===== src/rtl/port_uart_tx_pkg.sv =====
// port_uart_tx_pkg
//   Shared types and constants for the CPU port UART blocks.
//   uartTxState_t  : transmit FSM states
//   STATUS_*_BIT   : bit positions inside the status word returned to the CPU
//   counterWidth() : width for a counter that holds 0..n-1 (at least 1 bit)
package port_uart_tx_pkg;

    typedef enum logic [1:0] {
        UART_TX_IDLE,
        UART_TX_START,
        UART_TX_DATA,
        UART_TX_STOP
    } uartTxState_t;

    localparam int STATUS_ACK_BIT   = 31;
    localparam int STATUS_FULL_BIT  = 30;
    localparam int STATUS_EMPTY_BIT = 29;
    localparam int STATUS_BUSY_BIT  = 28;
    localparam int STATUS_COUNT_W   = 28;

    function automatic int counterWidth(input int n);
        return (n <= 2) ? 1 : $clog2(n);
    endfunction

endpackage


===== src/rtl/port_byte_fifo.sv =====
// port_byte_fifo
//   Circular byte FIFO of 2**DEPTH_LOG2 entries with a combinational read port.
//   Ports:
//     clock, reset        : core clock, async active-low reset
//     push, pushData      : write request and byte (ignored when full unless popping)
//     pop                 : read request (ignored when empty; no bypass)
//     popData             : byte at the head, valid while !empty
//     full, empty, count  : occupancy flags and count (0..DEPTH)
module port_byte_fifo #(
    parameter int DEPTH_LOG2 = 2
) (
    input  logic                  clock,
    input  logic                  reset,
    input  logic                  push,
    input  logic [7:0]            pushData,
    input  logic                  pop,
    output logic [7:0]            popData,
    output logic                  full,
    output logic                  empty,
    output logic [DEPTH_LOG2:0]   count
);

    localparam int DEPTH = 1 << DEPTH_LOG2;

    logic [7:0]            mem [DEPTH];
    logic [DEPTH_LOG2-1:0] wrPtr;
    logic [DEPTH_LOG2-1:0] rdPtr;
    logic                  doPush;
    logic                  doPop;

    assign full    = (count == (DEPTH_LOG2+1)'(DEPTH));
    assign empty   = (count == '0);
    assign doPop   = pop && !empty;
    // A pop on the same edge frees the slot, so a full FIFO can still accept.
    assign doPush  = push && (!full || doPop);
    assign popData = mem[rdPtr];

    always_ff @(posedge clock or negedge reset) begin
        if (!reset) begin
            wrPtr <= '0;
            rdPtr <= '0;
            count <= '0;
        end else begin
            if (doPush) wrPtr <= wrPtr + 1'b1;
            if (doPop)  rdPtr <= rdPtr + 1'b1;
            case ({doPush, doPop})
                2'b10:   count <= count + 1'b1;
                2'b01:   count <= count - 1'b1;
                default: count <= count;
            endcase
        end
    end

    always_ff @(posedge clock) begin
        if (doPush) mem[wrPtr] <= pushData;
    end

endmodule


===== src/rtl/port_uart_tx.sv =====
// port_uart_tx
//   Peripheral end of a CPU memory-mapped port pair: bytes written by the CPU
//   are queued in a small FIFO and sent as UART 8N1 on txd.
//   Ports:
//     clock      : core clock
//     reset      : async active-low reset
//     cmdWord    : [31] cmdToggle, [7:0] data byte, rest ignored
//     statusWord : [31] ackToggle, [30] full, [29] empty, [28] busy, [27:0] count
//     txd        : serial output, idle high, registered
module port_uart_tx
    import port_uart_tx_pkg::*;
#(
    parameter int CLOCKS_PER_BIT  = 434,
    parameter int FIFO_DEPTH_LOG2 = 2
) (
    input  logic        clock,
    input  logic        reset,
    input  logic [31:0] cmdWord,
    output logic [31:0] statusWord,
    output logic        txd
);

    localparam int BAUD_W = counterWidth(CLOCKS_PER_BIT);
    localparam logic [BAUD_W-1:0] BAUD_LAST = BAUD_W'(CLOCKS_PER_BIT - 1);

    uartTxState_t            state, stateNext;
    logic [BAUD_W-1:0]       baudCnt, baudNext;
    logic [2:0]              bitCnt, bitNext;
    logic [7:0]              shiftReg, shiftNext;
    logic                    txdNext;
    logic                    baudDone;

    logic                    ackToggle;
    logic                    cmdPending;
    logic                    push;
    logic                    pop;
    logic [7:0]              fifoData;
    logic                    fifoFull;
    logic                    fifoEmpty;
    logic [FIFO_DEPTH_LOG2:0] fifoCount;
    logic                    unusedCmdBits;

    assign unusedCmdBits = ^cmdWord[30:8];

    // A command is outstanding until the ack toggle catches up with the CPU's toggle.
    assign cmdPending = (cmdWord[31] != ackToggle);
    assign push       = cmdPending && (!fifoFull || pop);

    always_ff @(posedge clock or negedge reset) begin
        if (!reset) ackToggle <= 1'b0;
        else if (push) ackToggle <= cmdWord[31];
    end

    port_byte_fifo #(
        .DEPTH_LOG2 (FIFO_DEPTH_LOG2)
    ) fifo (
        .clock    (clock),
        .reset    (reset),
        .push     (push),
        .pushData (cmdWord[7:0]),
        .pop      (pop),
        .popData  (fifoData),
        .full     (fifoFull),
        .empty    (fifoEmpty),
        .count    (fifoCount)
    );

    always_ff @(posedge clock or negedge reset) begin
        if (!reset) begin
            state    <= UART_TX_IDLE;
            baudCnt  <= '0;
            bitCnt   <= '0;
            shiftReg <= '0;
            txd      <= 1'b1;
        end else begin
            state    <= stateNext;
            baudCnt  <= baudNext;
            bitCnt   <= bitNext;
            shiftReg <= shiftNext;
            txd      <= txdNext;
        end
    end

    always_comb begin
        stateNext = state;
        baudNext  = baudCnt;
        bitNext   = bitCnt;
        shiftNext = shiftReg;
        pop       = 1'b0;
        baudDone  = (baudCnt == BAUD_LAST);
        case (state)
            UART_TX_IDLE: begin
                if (!fifoEmpty) begin
                    pop       = 1'b1;
                    shiftNext = fifoData;
                    baudNext  = '0;
                    stateNext = UART_TX_START;
                end
            end
            UART_TX_START: begin
                if (baudDone) begin
                    baudNext  = '0;
                    bitNext   = '0;
                    stateNext = UART_TX_DATA;
                end else begin
                    baudNext = baudCnt + 1'b1;
                end
            end
            UART_TX_DATA: begin
                if (baudDone) begin
                    baudNext = '0;
                    if (bitCnt == 3'd7) begin
                        stateNext = UART_TX_STOP;
                    end else begin
                        bitNext   = bitCnt + 1'b1;
                        shiftNext = {1'b0, shiftReg[7:1]};
                    end
                end else begin
                    baudNext = baudCnt + 1'b1;
                end
            end
            UART_TX_STOP: begin
                if (baudDone) begin
                    baudNext = '0;
                    // Chain straight into the next start bit so queued frames have no idle gap.
                    if (!fifoEmpty) begin
                        pop       = 1'b1;
                        shiftNext = fifoData;
                        stateNext = UART_TX_START;
                    end else begin
                        stateNext = UART_TX_IDLE;
                    end
                end else begin
                    baudNext = baudCnt + 1'b1;
                end
            end
            default: stateNext = UART_TX_IDLE;
        endcase

        // txd is registered from the next state so the line changes on the
        // same edge the FSM does.
        case (stateNext)
            UART_TX_START: txdNext = 1'b0;
            UART_TX_DATA:  txdNext = shiftNext[0];
            default:       txdNext = 1'b1;
        endcase
    end

    always_comb begin
        statusWord                   = '0;
        statusWord[STATUS_ACK_BIT]   = ackToggle;
        statusWord[STATUS_FULL_BIT]  = fifoFull;
        statusWord[STATUS_EMPTY_BIT] = fifoEmpty;
        statusWord[STATUS_BUSY_BIT]  = (state != UART_TX_IDLE);
        statusWord[STATUS_COUNT_W-1:0] = STATUS_COUNT_W'(fifoCount);
    end

endmodule


===== config.mk =====
export PLATFORM = sky130hd
export DESIGN_NAME = port_uart_tx
export DESIGN_NICKNAME = d
export VERILOG_FILES = /design/src/rtl/port_uart_tx_pkg.sv /design/src/rtl/port_byte_fifo.sv /design/src/rtl/port_uart_tx.sv
export SDC_FILE = /design/constraint.sdc
export NUM_CORES = 1
export LEC_CHECK = 0
export BUFFER_PORTS_ARGS = -buffer_cell sky130_fd_sc_hd__buf_2
export CAP_MARGIN = 15
export CORE_MARGIN = 2
export CORE_UTILIZATION = 35
export CTS_CLUSTER_DIAMETER = 120
export CTS_CLUSTER_SIZE = 16
export DETAILED_ROUTE_END_ITERATION = 6
export PLACE_DENSITY = 0.6
export SYNTH_ARGS = -nofsm -noshare
export SYNTH_HDL_FRONTEND = slang
export SYNTH_HIERARCHICAL = 1
export SYNTH_SLANG_ARGS = --single-unit

===== constraint.sdc =====
create_clock -name clock -period 3.45 [get_ports clock]
set_clock_uncertainty 0.2 [all_clocks]
set_input_delay 0.345 -clock clock [delete_from_list [all_inputs] [get_ports clock]]
set_output_delay 0.345 -clock clock [all_outputs]
set_load 0.01 [all_outputs]

Word-level counts from Yosys, hierarchy flattened

Memories as Yosys holds them, arrays and structs flattened.
Cells that the tools add are included.

RAM bits: 32
Register bits: 31
Memories: 1
Output and inout bits: 33

Memory list:

| name     | words | width | read ports | clocked after Yosys merged registers in | wr ports | line                 | text |
|---|---|---|---|---|---|---|---|
| fifo.mem | 4     | 8     | 1          | 0                                       | 1        | port_byte_fifo.sv:25 | `logic [7:0] mem [DEPTH];` |

Mux-type cells: 26
Reductions and logical operators: 16
Equal/unequal tests: 16
Add/sub/neg operators: 6

Operator list:

| cell                                                             | count |
|---|---|
| 8-bit 2-to-1 mux                                                 | 4 |
| 8-bit case mux with 3 select lines                               | 1 |
| 9-bit 2-to-1 mux                                                 | 2 |
| 9-bit case mux with 2 select lines                               | 1 |
| 3-bit case mux with 2 select lines                               | 2 |
| 2-bit 2-to-1 mux                                                 | 5 |
| 2-bit inequality test (second input constant)                    | 5 |
| 9-bit by 1-bit adder with 9-bit output (second input constant)   | 1 |
| 9-bit == test (second input constant)                            | 1 |
| 3-bit 2-to-1 mux                                                 | 3 |
| 2-bit == test (second input constant)                            | 4 |
| 2-bit case mux with 4 select lines                               | 1 |
| 4-bit AND reduction                                              | 2 |
| 3-bit by 1-bit adder with 3-bit output (second input constant)   | 2 |
| 2-bit by 1-bit == test with 1-bit output (second input constant) | 3 |
| 3-bit == test (second input constant)                            | 2 |
| 2-bit nonzero test                                               | 3 |
| 1-bit 2-to-1 mux                                                 | 5 |
| 2-bit by 1-bit adder with 2-bit output (second input constant)   | 2 |
| 1-bit case mux with 2 select lines                               | 2 |
| 1-bit logical AND                                                | 3 |
| 3-bit zero test                                                  | 1 |
| 3-bit nonzero test                                               | 1 |
| 3-bit OR reduction                                               | 1 |
| other kinds (5)                                                  | 7 |

Longest topological paths before layout

Word-level depth: 9
Gate-level depth with buffers: 13
Gate-level depth less buffers: 12

Cells and area by module

Netlist, hierarchy kept.

By module, submodules not included:

| module         | cells each | sequential area each (um^2) | area an instance (um^2) | times used |
|---|---|---|---|---|
| port_byte_fifo | 94         | 1136.1                      | 1669.1                  | 1 |
| port_uart_tx   | 171        | 601.8                       | 1657.8                  | 1 |

Worst setup path after synthesis

Ideal clock, no wire load.

Path type: reg2reg
From: register fifo.count[2]
To: register fifo.count[2]
Buffers on the path: 2
Slack: 0.215 ns
Period minus slack after synthesis: 3.235 ns
Setup time: 0.146 ns
Data arrival time: 2.888 ns
Cell stages (with the launch flop): 12
Required time: 3.104 ns
Cells stage by stage: dfrtp_1 > buf_4 > nor3_1 > or2_1 > o21a_1 > nor2_1 > clkbuf_1 > or2_2 > fa_1 > nand2b_1 > o211ai_1 > o311ai_0

Longest elaborated chain between the ends: 9
Elaborated cells on any way between the ends: 18

Ends and longest elaborated chain:

| item                                                                      | line                                    | text |
|---|---|---|
| from (decl)                                                               | port_byte_fifo.sv:20                    | `output logic [DEPTH_LOG2:0] count` |
| from (signal assigned)                                                    | port_byte_fifo.sv:47                    | `2'b10: count <= count + 1'b1;` |
| from (signal assigned)                                                    | port_byte_fifo.sv:48                    | `2'b01: count <= count - 1'b1;` |
| from (signal assigned)                                                    | port_byte_fifo.sv:49                    | `default: count <= count;` |
| 3-bit zero test *                                                         | port_byte_fifo.sv:32                    | `assign empty = (count == '0);` |
| via fifoEmpty                                                             | port_uart_tx.sv:39                      | `logic fifoEmpty;` |
| 1-bit 2-to-1 mux *                                                        | port_uart_tx.sv:93, port_uart_tx.sv:126 |  |
| 1-bit 2-to-1 mux                                                          | port_uart_tx.sv:123                     | `if (baudDone) begin` |
| 1-bit case mux with 2 select lines *                                      | port_uart_tx.sv:91                      | `case (state)` |
| 1-bit logical OR *                                                        | port_uart_tx.sv:47                      | `assign push = cmdPending && (!fifoFull \|\| pop);` |
| 1-bit logical AND *                                                       | port_uart_tx.sv:47                      |  |
| via push                                                                  | port_uart_tx.sv:35                      | `logic push;` |
| 1-bit logical AND *                                                       | port_byte_fifo.sv:35                    | `assign doPush = push && (!full \|\| doPop);` |
| 2-bit by 1-bit == test with 1-bit output or 2-bit == test (tied branches) | port_byte_fifo.sv:46                    | `case ({doPush, doPop})` |
| 3-bit case mux with 2 select lines or 2-bit nonzero test (tied branches)  | --                                      |  |

The timed path passes the listed nets; every way through them passes the cells marked *.
A chain may end at the register's enable or synchronous reset.

Final worst setup path

From: register baudCnt[1]
To: register fifo.count[2]

Longest elaborated chain between the ends: 8
Elaborated cells on any way between the ends: 12

Ends and longest elaborated chain:

| item                                                                      | line                                     | text |
|---|---|---|
| from (decl)                                                               | port_uart_tx.sv:27                       | `logic [BAUD_W-1:0] baudCnt, baudNext;` |
| from (signal assigned)                                                    | port_uart_tx.sv:77                       | `baudCnt <= baudNext;` |
| 9-bit == test *                                                           | port_uart_tx.sv:90                       | `baudDone = (baudCnt == BAUD_LAST);` |
| 1-bit 2-to-1 mux *                                                        | port_uart_tx.sv:123                      |  |
| 1-bit case mux with 2 select lines *                                      | port_uart_tx.sv:91                       |  |
| via pop                                                                   | port_uart_tx.sv:36                       | `logic pop;` |
| 1-bit logical OR or 1-bit logical AND (tied branches)                     | port_uart_tx.sv:47, port_byte_fifo.sv:33 |  |
| 1-bit logical AND or 1-bit logical OR (tied branches)                     | port_uart_tx.sv:47, port_byte_fifo.sv:35 |  |
| 1-bit logical AND                                                         | port_byte_fifo.sv:35                     |  |
| 2-bit by 1-bit == test with 1-bit output or 2-bit == test (tied branches) | port_byte_fifo.sv:46                     |  |
| 3-bit case mux with 2 select lines or 2-bit nonzero test (tied branches)  | --                                       |  |

Marks and branches as above.

==> flow_metrics.env <==
export IMPL_drv_slew=0
export IMPL_n_antenna_cell=0
export IMPL_place_inst=405
export IMPL_layout_drive_gt1_share_pct=19.5
export IMPL_setup_viol=0
export IMPL_r2r_start="baudCnt[1]$_DFFE_PN0P_"
export IMPL_ff2ff_path_depth=12
export IMPL_final_nets=337
export IMPL_min_to="fifo/mem[1][7]$_DFFE_PP_"
export IMPL_fin_crit_sh_pct=88.2
export IMPL_worstMarginPinSlew_ns=0.700
export IMPL_grt_util_all_layers_pct=12.0
export IMPL_ys_seq_area_share_pct=52.2
export IMPL_status="complete, no violations"
export IMPL_r2r_setup_slack_ns=0.41
export IMPL_initial_core_util_pct=36.0
export IMPL_post_cts_buffers=0
export IMPL_grt_overflow_total=0
export IMPL_placed_area_um2=3460
export IMPL_synthToLayoutAreaGrowth_pct=9.97
export IMPL_peakVddDrop_mv=0.333
export IMPL_grt_setup_unrepaired="false"
export IMPL_post_synth_cell_area_avg_um2=12.6
export IMPL_portBuffers=18
export IMPL_crit_path_max_fanout=4
export IMPL_gp_congestion=0.780
export IMPL_die_x_um=101
export IMPL_crit_type="flop to flop"
export IMPL_vias_per_cell=4.80
export IMPL_fin_setup_tns_ns=0
export IMPL_design_core_area_um2=9240
export IMPL_cts_tree="done"
export IMPL_first_global_vias=1973
export IMPL_finalNonFillerCells=422
export IMPL_fill_cells=882
export IMPL_dieArea_um2=10300
export IMPL_required_ns=3.45
export IMPL_io_pins=67
export IMPL_ys_flop_type="edfxtp_1"
export IMPL_cts_sinks=63
export IMPL_cts_buffers=9
export IMPL_cts_buffer_depth=2
export IMPL_drt_total_wl_um=5670
export IMPL_root_buffer="clkbuf_8"
export IMPL_final_area_um2=3660
export IMPL_antenna_left=0
export IMPL_htreeDepth=3
export IMPL_synth_top_area_share_pct=28.9
export IMPL_yosys_area_top_type="edfxtp_1"
export IMPL_hold_ws_ns=0.0254
export IMPL_dpl_hpwl_um=4010
export IMPL_arrival_ns=3.04
export IMPL_drc=0
export IMPL_fin_util_pct=39.6
export IMPL_clk_latency_ns=0.33
export IMPL_holdPathStages=1
export IMPL_netlist_cell_type_count=59
export IMPL_end_kind="flop"
export IMPL_finalHoldViolCount=0
export IMPL_fmax_ghz=0.329
export IMPL_worstHoldStart="cmdWord[7]"
export IMPL_power_density_nw_per_um2=561
export IMPL_grt_max_degree=32
export IMPL_synth_edf_count=32
export IMPL_power_leakage_nw=1.44
export IMPL_cap_viol_max_count=0
export IMPL_clkTransAtPathRegs_ns=0.07
export IMPL_syn_inst=265
export IMPL_antenna_found_initial=0
export IMPL_grt_first_pass_wirelength_um=9440
export IMPL_rows=35
export IMPL_first_pass_iters=6
export IMPL_first_iter_violations=68
export IMPL_hold_class="input port to flop"
export IMPL_die_height_um=101
export IMPL_rr_endpoint="fifo/count[2]$_DFFE_PN0P_"
export IMPL_ys_warn_count=6
export IMPL_wl_per_cell_um=13.4
export IMPL_ys_ff_latch=63
export IMPL_syn_cell_area_um2=3330
export IMPL_synth_async_reset_ratio_pct=49.2
export IMPL_yosys_top_cells_area="edfxtp_1 29%, dfrtp_1 23%, buf_4 6.5%"
export IMPL_setup_worst_path_start_class="flop"
export IMPL_num_vias=2024
export IMPL_slew_headroom_pct=53.3
export IMPL_period_minus_slack_ns=3.04
==> logic make-up after synthesis <==
kind of cell               after synthesis  share of synthesized area [%]
other                                    1                          0.113
muxes                                   11                           6.62
AOI/OAI and AO/OA                       62                           13.9
adders and majority gates               15                           5.87
DFF                                     63                           52.2
and+or+nand+nor                         59                           10.8
xor gates and xnor gates                 7                           1.84
buffers and inverters                   47                           8.65
==> what timing repair did <==
item | 4_1_cts | 5_1_grt
endpoints found under the hold margin | 30 | 0
resized for setup | 0 | 0
hold buffers | 1 | 0
==> worst max-delay path by stage <==
stage / startpoint / endpoint / slack, ns / cells past startpoint
floorplan: fifo/count[2]$_DFFE_PN0P_ / fifo/count[2]$_DFFE_PN0P_ / 0.22 / 11
global placement: baudCnt[0]$_DFFE_PN0P_ / fifo/count[1]$_DFFE_PN0P_ / 0.44 / 11
detailed placement: baudCnt[1]$_DFFE_PN0P_ / fifo/count[2]$_DFFE_PN0P_ / 0.43 / 12
CTS: baudCnt[1]$_DFFE_PN0P_ / fifo/count[2]$_DFFE_PN0P_ / 0.41 / 12
global route: baudCnt[1]$_DFFE_PN0P_ / fifo/count[2]$_DFFE_PN0P_ / 0.12 / 12
finish: baudCnt[1]$_DFFE_PN0P_ / fifo/count[2]$_DFFE_PN0P_ / 0.41 / 12
==> flip-flops by register name, summed over array words and instances, names as in the netlist <==
| signal | cells |
|---|---|
| fifo/wrPtr | 2 |
| shiftReg | 8 |
| state | 2 |
| baudCnt | 9 |
| bitCnt | 3 |
| ackToggle | 1 |
| txd | 1 |
| fifo/rdPtr | 2 |
| fifo/mem | 32 |
| fifo/count | 3 |
==> worst max-delay path: stages, from the launching register on <==
cell	delay, ns
dfrtp_1	0.41
inv_1	0.09
ha_1	0.18
and4b_4	0.27
a31oi_2	0.14
or2_1	0.26
nor2_1	0.14
nand2b_1	0.10
or2_2	0.29
fa_1	0.38
nand2b_1	0.17
o211ai_1	0.15
o311ai_0	0.14
==> routing by layer <==
metal,vias to the layer above,global-route usage (%),part of all wire (%)
li1,983,-,-
met5,-,0,0
met2,47,19.1,48
met3,6,3.17,3.2
met1,988,15.4,47
met4,0,5.30,1.2
==> Yosys cell counts (all sizes together), types with 2 or more instances <==
library cell  number
a21oi              4
a221o              6
a22o               7
a22oi              2
a31oi              5
and2              11
and3               3
buf               32
clkbuf             4
dfrtp             30
edfxtp            32
ha                14
inv               11
mux2               2
mux4               8
nand2              7
nand2b             3
nand3              5
nand3b             2
nor2              10
nor2b              4
nor3               4
o21a               4
o21ai             14
o21bai             4
o221ai             2
o22ai              2
o31ai              4
or2                2
xnor2              5
xor2               2
==> stage by stage <==
stage,total power [W],worst slack [ns]
after detailed placement,0.00146,0.426
after global placement,0.00145,0.439
after floorplan,0.00136,0.215
after global routing,0.00218,0.120
final,0.00205,0.408
after CTS,0.00208,0.409
==> cells in the final DEF, fill, tap and decap left out, types with 5 or more instances in the layout <==
cell and instances:
a22o_1 7, nand3_1 5, nand2_1 6, inv_1 11
mux4_2 8, dfrtp_1 30, clkbuf_8 9, buf_4 5
nor2_1 10, buf_2 18, o21ai_0 13, ha_1 14
xnor2_1 5, a221o_1 6, and2_1 11, conb_1 25
edfxtp_1 32
==> power breakdown <==
part           internal, W  switching [W]
combinational     0.000203       0.000243
clock             0.000330       0.000286
sequential        0.000925      0.0000655
==> cell type report <==
cell class / instances / area, um2 / share of cell area, %
clock buffer: 10 / 128 / 3.49
tap: 129 / 161 / 4.41
inverter: 11 / 41.3 / 1.13
clock inverter: 6 / 61.3 / 1.68
sequential: 63 / 1740 / 47.5
multi-input combinational: 179 / 1390 / 38.0
timing repair buffer: 24 / 138 / 3.76
Power figures use the tool's default switching activity.
